===== src/rtl/matrix_sub_sched.sv =====
// matrix_sub_sched: streams element pairs into the 16-lane subtractor array and returns one tile of differences at a time
module matrix_sub_sched #(
    parameter int LANES = 16,
    parameter int W     = 16,
    parameter int CNT_W = 8
) (
    input  logic                   clk,
    input  logic                   rst,
    input  logic                   start,
    input  logic [CNT_W-1:0]       num_tiles,
    input  logic                   in_valid,
    output logic                   in_ready,
    input  logic [W-1:0]           in_a,
    input  logic [W-1:0]           in_b,
    output logic [2*LANES*W-1:0]   sub_op,
    input  logic [LANES*W-1:0]     sub_res,
    output logic                   out_valid,
    input  logic                   out_ready,
    output logic [LANES*W-1:0]     out_data,
    output logic                   out_last,
    output logic                   busy,
    output logic                   done
);
    localparam int IW = $clog2(LANES);

    typedef enum logic [1:0] {IDLE, LOAD, EXEC, DRAIN} state_t;

    state_t           state, state_nx;
    logic [IW-1:0]    idx;
    logic [CNT_W-1:0] tiles, tile_cnt;
    logic [W-1:0]     op_a [LANES];
    logic [W-1:0]     op_b [LANES];

    // lane k occupies the k-th 32-bit slot from the top: A above B
    for (genvar k = 0; k < LANES; k++) begin : g_pack
        assign sub_op[2*LANES*W-1-2*W*k -: W]   = op_a[k];
        assign sub_op[2*LANES*W-1-W-2*W*k -: W] = op_b[k];
    end

    // state register
    always_ff @(posedge clk or posedge rst) begin
        if (rst) state <= IDLE;
        else     state <= state_nx;
    end

    // next-state and handshake outputs
    always_comb begin
        state_nx  = state;
        in_ready  = 1'b0;
        out_valid = 1'b0;
        busy      = 1'b1;
        case (state)
            IDLE: begin
                busy = 1'b0;
                if (start && num_tiles != '0) state_nx = LOAD;
            end
            LOAD: begin
                in_ready = 1'b1;
                if (in_valid && idx == IW'(LANES-1)) state_nx = EXEC;
            end
            EXEC: state_nx = DRAIN;
            DRAIN: begin
                out_valid = 1'b1;
                if (out_ready) state_nx = out_last ? IDLE : LOAD;
            end
            default: state_nx = IDLE;
        endcase
    end

    // operand lanes, tile bookkeeping and the captured result
    always_ff @(posedge clk or posedge rst) begin
        if (rst) begin
            idx      <= '0;
            tiles    <= '0;
            tile_cnt <= '0;
            out_data <= '0;
            out_last <= 1'b0;
            done     <= 1'b0;
            for (int i = 0; i < LANES; i++) begin
                op_a[i] <= '0;
                op_b[i] <= '0;
            end
        end else begin
            done <= 1'b0;
            case (state)
                IDLE: if (start && num_tiles != '0) begin
                    tiles    <= num_tiles;
                    tile_cnt <= '0;
                    idx      <= '0;
                end
                LOAD: if (in_valid) begin
                    op_a[idx] <= in_a;
                    op_b[idx] <= in_b;
                    idx       <= (idx == IW'(LANES-1)) ? '0 : idx + 1'b1;
                end
                EXEC: begin
                    out_data <= sub_res;
                    out_last <= (tile_cnt == tiles - 1'b1);
                end
                DRAIN: if (out_ready) begin
                    out_last <= 1'b0;
                    tile_cnt <= tile_cnt + 1'b1;
                    done     <= out_last;
                end
                default: ;
            endcase
        end
    end
endmodule

===== config.mk =====
export PLATFORM = sky130hd
export DESIGN_NAME = matrix_sub_sched
export DESIGN_NICKNAME = d
export VERILOG_FILES = /design/src/rtl/matrix_sub_sched.sv
export SDC_FILE = /design/constraint.sdc
export NUM_CORES = 1
export LEC_CHECK = 0
export CAP_MARGIN = 30
export CORE_AREA = 2 2 414 416
export DETAILED_ROUTE_END_ITERATION = 6
export DIE_AREA = 0 0 416 418
export PLACE_DENSITY = 0.49
export RECOVER_POWER = 25
export SETUP_SLACK_MARGIN = 0.15
export SYNTH_ARGS = -nofsm -noshare
export SYNTH_HDL_FRONTEND = slang
export SYNTH_SLANG_ARGS = --single-unit

===== constraint.sdc =====
create_clock -name clk -period 45.5 [get_ports clk]
set_input_delay 6.825 -clock clk [delete_from_list [all_inputs] [get_ports clk]]
set_output_delay 6.825 -clock clk [all_outputs]
set_load 0.02 [all_outputs]

==> results.rst <==
.. list-table::
   :header-rows: 1

   * - Metric
     - Value
   * - Status
     - finished, violations left
   * - Violated checks
     - capacitance limit, slew limit
   * - Data required time of the critical path
     - 46.17 ns
   * - Std-Cell Rows
     - 151
   * - Horizontal extent of the die
     - 416 µm
   * - Clk sink count
     - 792
   * - Clock tree root buffer cell
     - clkbuf_16
   * - Worst slew slack as a fraction of its limit
     - -240%
   * - Critical path type
     - in2async
   * - Number of maximum-capacitance violations
     - 8
   * - Final Cycle Share
     - 30.9%
   * - Die Footprint
     - 174000 µm²
   * - Final Core Density
     - 27.6%
   * - Number of max-slew violations in the final report
     - 333
   * - Port Buffers
     - 1073
   * - Yosys reg bits
     - 792
   * - Final number of hold-violating endpoints
     - 0
   * - Largest cells by area after synthesis
     - dfrtp_1 (66%), mux2_2 (28%), buf_2 (0.95%), clkbuf_1 (0.70%), mux2_1 (0.60%)
   * - Signed area change from the synthesized netlist to the final layout
     - 54.9%
   * - Net count of the mapped netlist
     - 2161
   * - Placed wire-length estimate after detailed placement
     - 88200 µm
   * - Share of post-route cells with drive strength above 1
     - 31.9%
   * - Total of hold buffers inserted after clock tree synthesis
     - 0
   * - Psw
     - 1.00 mW
   * - Vias per std cell
     - 3.84
   * - Fraction of power consumed by the clock network
     - 26.5%
   * - CP arrival
     - 14.74 ns
   * - Inserted Clock Buffers
     - 96
   * - Avg WL per Cell
     - 23.1 µm
   * - Highest routed layer
     - met5
   * - CP Capture Type
     - asynchronous set/reset pin
   * - Share of power burned in combinational logic
     - 38.7%
   * - Cell chain of the critical path
     - dlygate4sd3_1 > clkinvlp_2 > clkbuf_1 > buf_4 > buf_12
   * - Cell taking the most area after synthesis
     - dfrtp_1
   * - Setup violators final
     - 0
   * - Share of synthesized area occupied by flip-flops and latches
     - 65.7%
   * - Number of synthesis warnings
     - 0
   * - Final min period
     - 14.08 ns
   * - Async S/R FF share, synth
     - 100%
   * - Portion of total power attributed to sequential cells
     - 34.8%
   * - Buffering stage count on the worst path with inverters included
     - 5
   * - Unrepaired setup endpoints after global routing
     - no
   * - Startpoint Class
     - input port
   * - Area of the placeable core
     - 169000 µm²
   * - Longest Clk Path Bufs
     - 3
   * - Avg Cell Area, Syn
     - 16.3 µm²
   * - Vias
     - 20174
   * - Routed wire length on met3
     - 8840 µm
   * - Die boundary height
     - 418 µm
   * - Setup Buffers After CTS
     - 0
   * - Number of nets in the layout
     - 3244
   * - Number of DRC markers after the initial detailed-route iteration
     - 828
   * - First-pass GRT wire length
     - 167000 µm
   * - Power per cell area
     - 62.7 nW/µm²
   * - Clock tree from TritonCTS
     - done
   * - Maximum clock skew at final layout
     - 0.0242 ns
   * - Number of instances in the synthesized netlist
     - 1849
   * - Via count of the first global-routing pass
     - 21157
   * - Cell Int Power
     - 1.93 mW
   * - Final routed DRC violation total
     - 0
   * - Worst path max stage delay
     - 2.79 ns
   * - Top_reg_cell synth
     - dfrtp_1
   * - H-tree level count
     - 3
   * - Largest driver fanout on the critical path
     - 160
   * - Total Routed Length
     - 121000 µm
   * - Leftover overflow at the end of global routing
     - 0
   * - Sw Share
     - 34.1%
   * - Achievable frequency
     - 0.0710 GHz
   * - Combined global-route utilization of all metal layers
     - 13.6%
   * - Cell Area, Synth
     - 30200 µm²
   * - Total power
     - 2.93 mW
   * - Pin count of the biggest net entering global routing
     - 167
   * - Slowest cell on the critical path
     - clkinvlp_2
   * - Clock insertion delay at the later pin of the skew report
     - 0.71 ns
   * - Length of routed wiring on met1
     - 43800 µm
   * - Unique masters post-synth
     - 47
   * - Static power due to leakage
     - 20.2 nW
   * - Clock transition at the registers of the reported paths
     - 0.06 ns
   * - Post-detailed-route count of antenna-violating nets
     - 0
   * - Placer Congestion
     - 0.779
   * - Portion of synthesized cell area occupied by the leading cell type
     - 65.7%
   * - Filler cell count in the final layout
     - 17344
   * - Number of enable flip-flop cells after synthesis
     - 0
   * - Sum of met2 wire segment lengths after detailed routing
     - 62600 µm
   * - Worst ir drop on vdd
     - 0.0000497 V
   * - Initial standard-cell utilization of the core
     - 17.8%
   * - Top-level I/O count
     - 1074
   * - Number of antenna violations at the first check in global routing
     - 40
   * - Count of TritonRoute iterations in the first routing pass
     - 6
   * - Resize count post-CTS
     - 0
   * - TNS Setup
     - 0 ns
   * - Gate family responsible for the most delay along the worst path
     - buffers and inverters
   * - Worst slew pin tran
     - 5.07 ns
   * - Type of the most critical hold path
     - reg2reg
==> synth_stat cells, types with 2 or more instances <==
cell type	number
a21oi_1	5
mux2_1	16
buf_4	7
ha_1	11
nor2_2	5
o31ai_1	3
xor2_1	4
nor2b_1	5
nor2_1	16
nand4_1	4
or3_1	3
nand3_1	7
nor4_2	2
mux2i_1	2
o211ai_1	2
a21o_1	2
mux2_2	761
a211oi_1	3
inv_1	9
xnor2_1	5
a22o_1	7
o21bai_1	2
and2_1	2
and3_1	2
clkbuf_1	56
dfrtp_1	792
o21ai_1	2
or2_2	4
nand2b_1	5
nand2_1	22
buf_2	57
o21ai_0	11
==> metrics by stage <==
| step | hold WS, ns | area, µm² | instances | setup slack, ns |
|---|---|---|---|---|
| floorplan | 0.499 | 30200 | 1849 | 16.44 |
| global placement | 0.470 | 43500 | 5047 | 34.88 |
| detailed placement | 0.474 | 43600 | 5051 | 34.87 |
| CTS | 0.487 | 46800 | 5229 | 35.68 |
| global route | 0.510 | 46700 | 5236 | 29.86 |
| finish | 0.484 | 46700 | 5252 | 31.43 |
==> path summary, 6_finish.rpt <==
kind                              from             to  slack [ns]  cells after the start
setup / recovery                   rst    sub_op[189]       31.43                      5
hold / removal             sub_op[372]    sub_op[372]        0.48                      1
setup reg to reg              state[1]    sub_op[133]       41.50                      6
hold reg to reg            sub_op[372]    sub_op[372]        0.48                      1
max in group clk              in_valid    sub_op[133]       35.76                      5
min in group asynchronous          rst  out_data[209]        8.12                      2
==> registers in the layout, indices dropped and copies added (netlist names) <==
signal	count
out_data	256
tile_cnt	8
tiles	8
sub_op	512
done	1
idx	4
state	2
out_last	1
==> kinds of logic (layout without fill, tap and decap cells) <==
group / count (synthesis) / in the layout / synth area share (%)
xor+xnor: 9 / 9 / 0.261
other cells: 0 / 22 / 0
compound gates: 45 / 45 / 1.06
flops: 792 / 792 / 65.7
buf+inv: 130 / 1293 / 1.94
fa+ha+maj: 11 / 11 / 0.456
simple gates: 82 / 82 / 1.43
mux: 780 / 780 / 29.1
==> area by class of cell <==
type                            count  area [µm²]  share of cell area [%]
Antenna cell                       22        55.1                   0.118
Clock buffer                      150        2900                    6.20
Clock inverter                     28         319                   0.683
Inverter                           10        38.8                  0.0830
Multi-Input combinational cell    927        9770                    20.9
Sequential cell                   792       19800                    42.4
Tap cell                         2218        2780                    5.94
Timing Repair Buffer             1105       11100                    23.7
==> power by group through the flow <==
| stage | Clock, mW | Combinational (mW) | Sequential, mW |
|---|---|---|---|
| finish | 0.778 | 1.13 | 1.02 |
| global placement | 0 | 1.15 | 1.02 |
| detailed placement | 0 | 1.16 | 1.03 |
| floorplan | 0 | 0.338 | 1.25 |
| CTS | 0.808 | 1.16 | 1.02 |
| global route | 0.833 | 1.19 | 1.05 |
==> routing by layer <==
layer / global-route usage, % / up-vias
li1: - / 8732
met5: 0.528 / -
met2: 24.2 / 724
met4: 5.84 / 18
met3: 4.79 / 215
met1: 14.4 / 10485
==> cells in the final DEF (no fill, tap or decap), types with 4 or more instances in the layout <==
cell	n
o21ai_0	12
mux2_1	16
dlygate4sd3_1	260
nor2b_1	5
dfrtp_1	792
inv_6	4
nand4_1	4
nand2b_1	5
ha_1	10
clkbuf_1	31
clkdlybuf4s50_1	811
clkbuf_16	98
diode_2	22
bufinv_16	4
nand2_1	23
a21oi_1	5
inv_1	8
buf_4	21
xnor2_1	5
mux2_2	761
a22o_1	7
clkinv_2	12
clkbuf_8	25
nor2_1	14
nand3_1	7
xor2_1	4
nor2_4	6
Note: power is estimated with default switching activity, not from simulation.
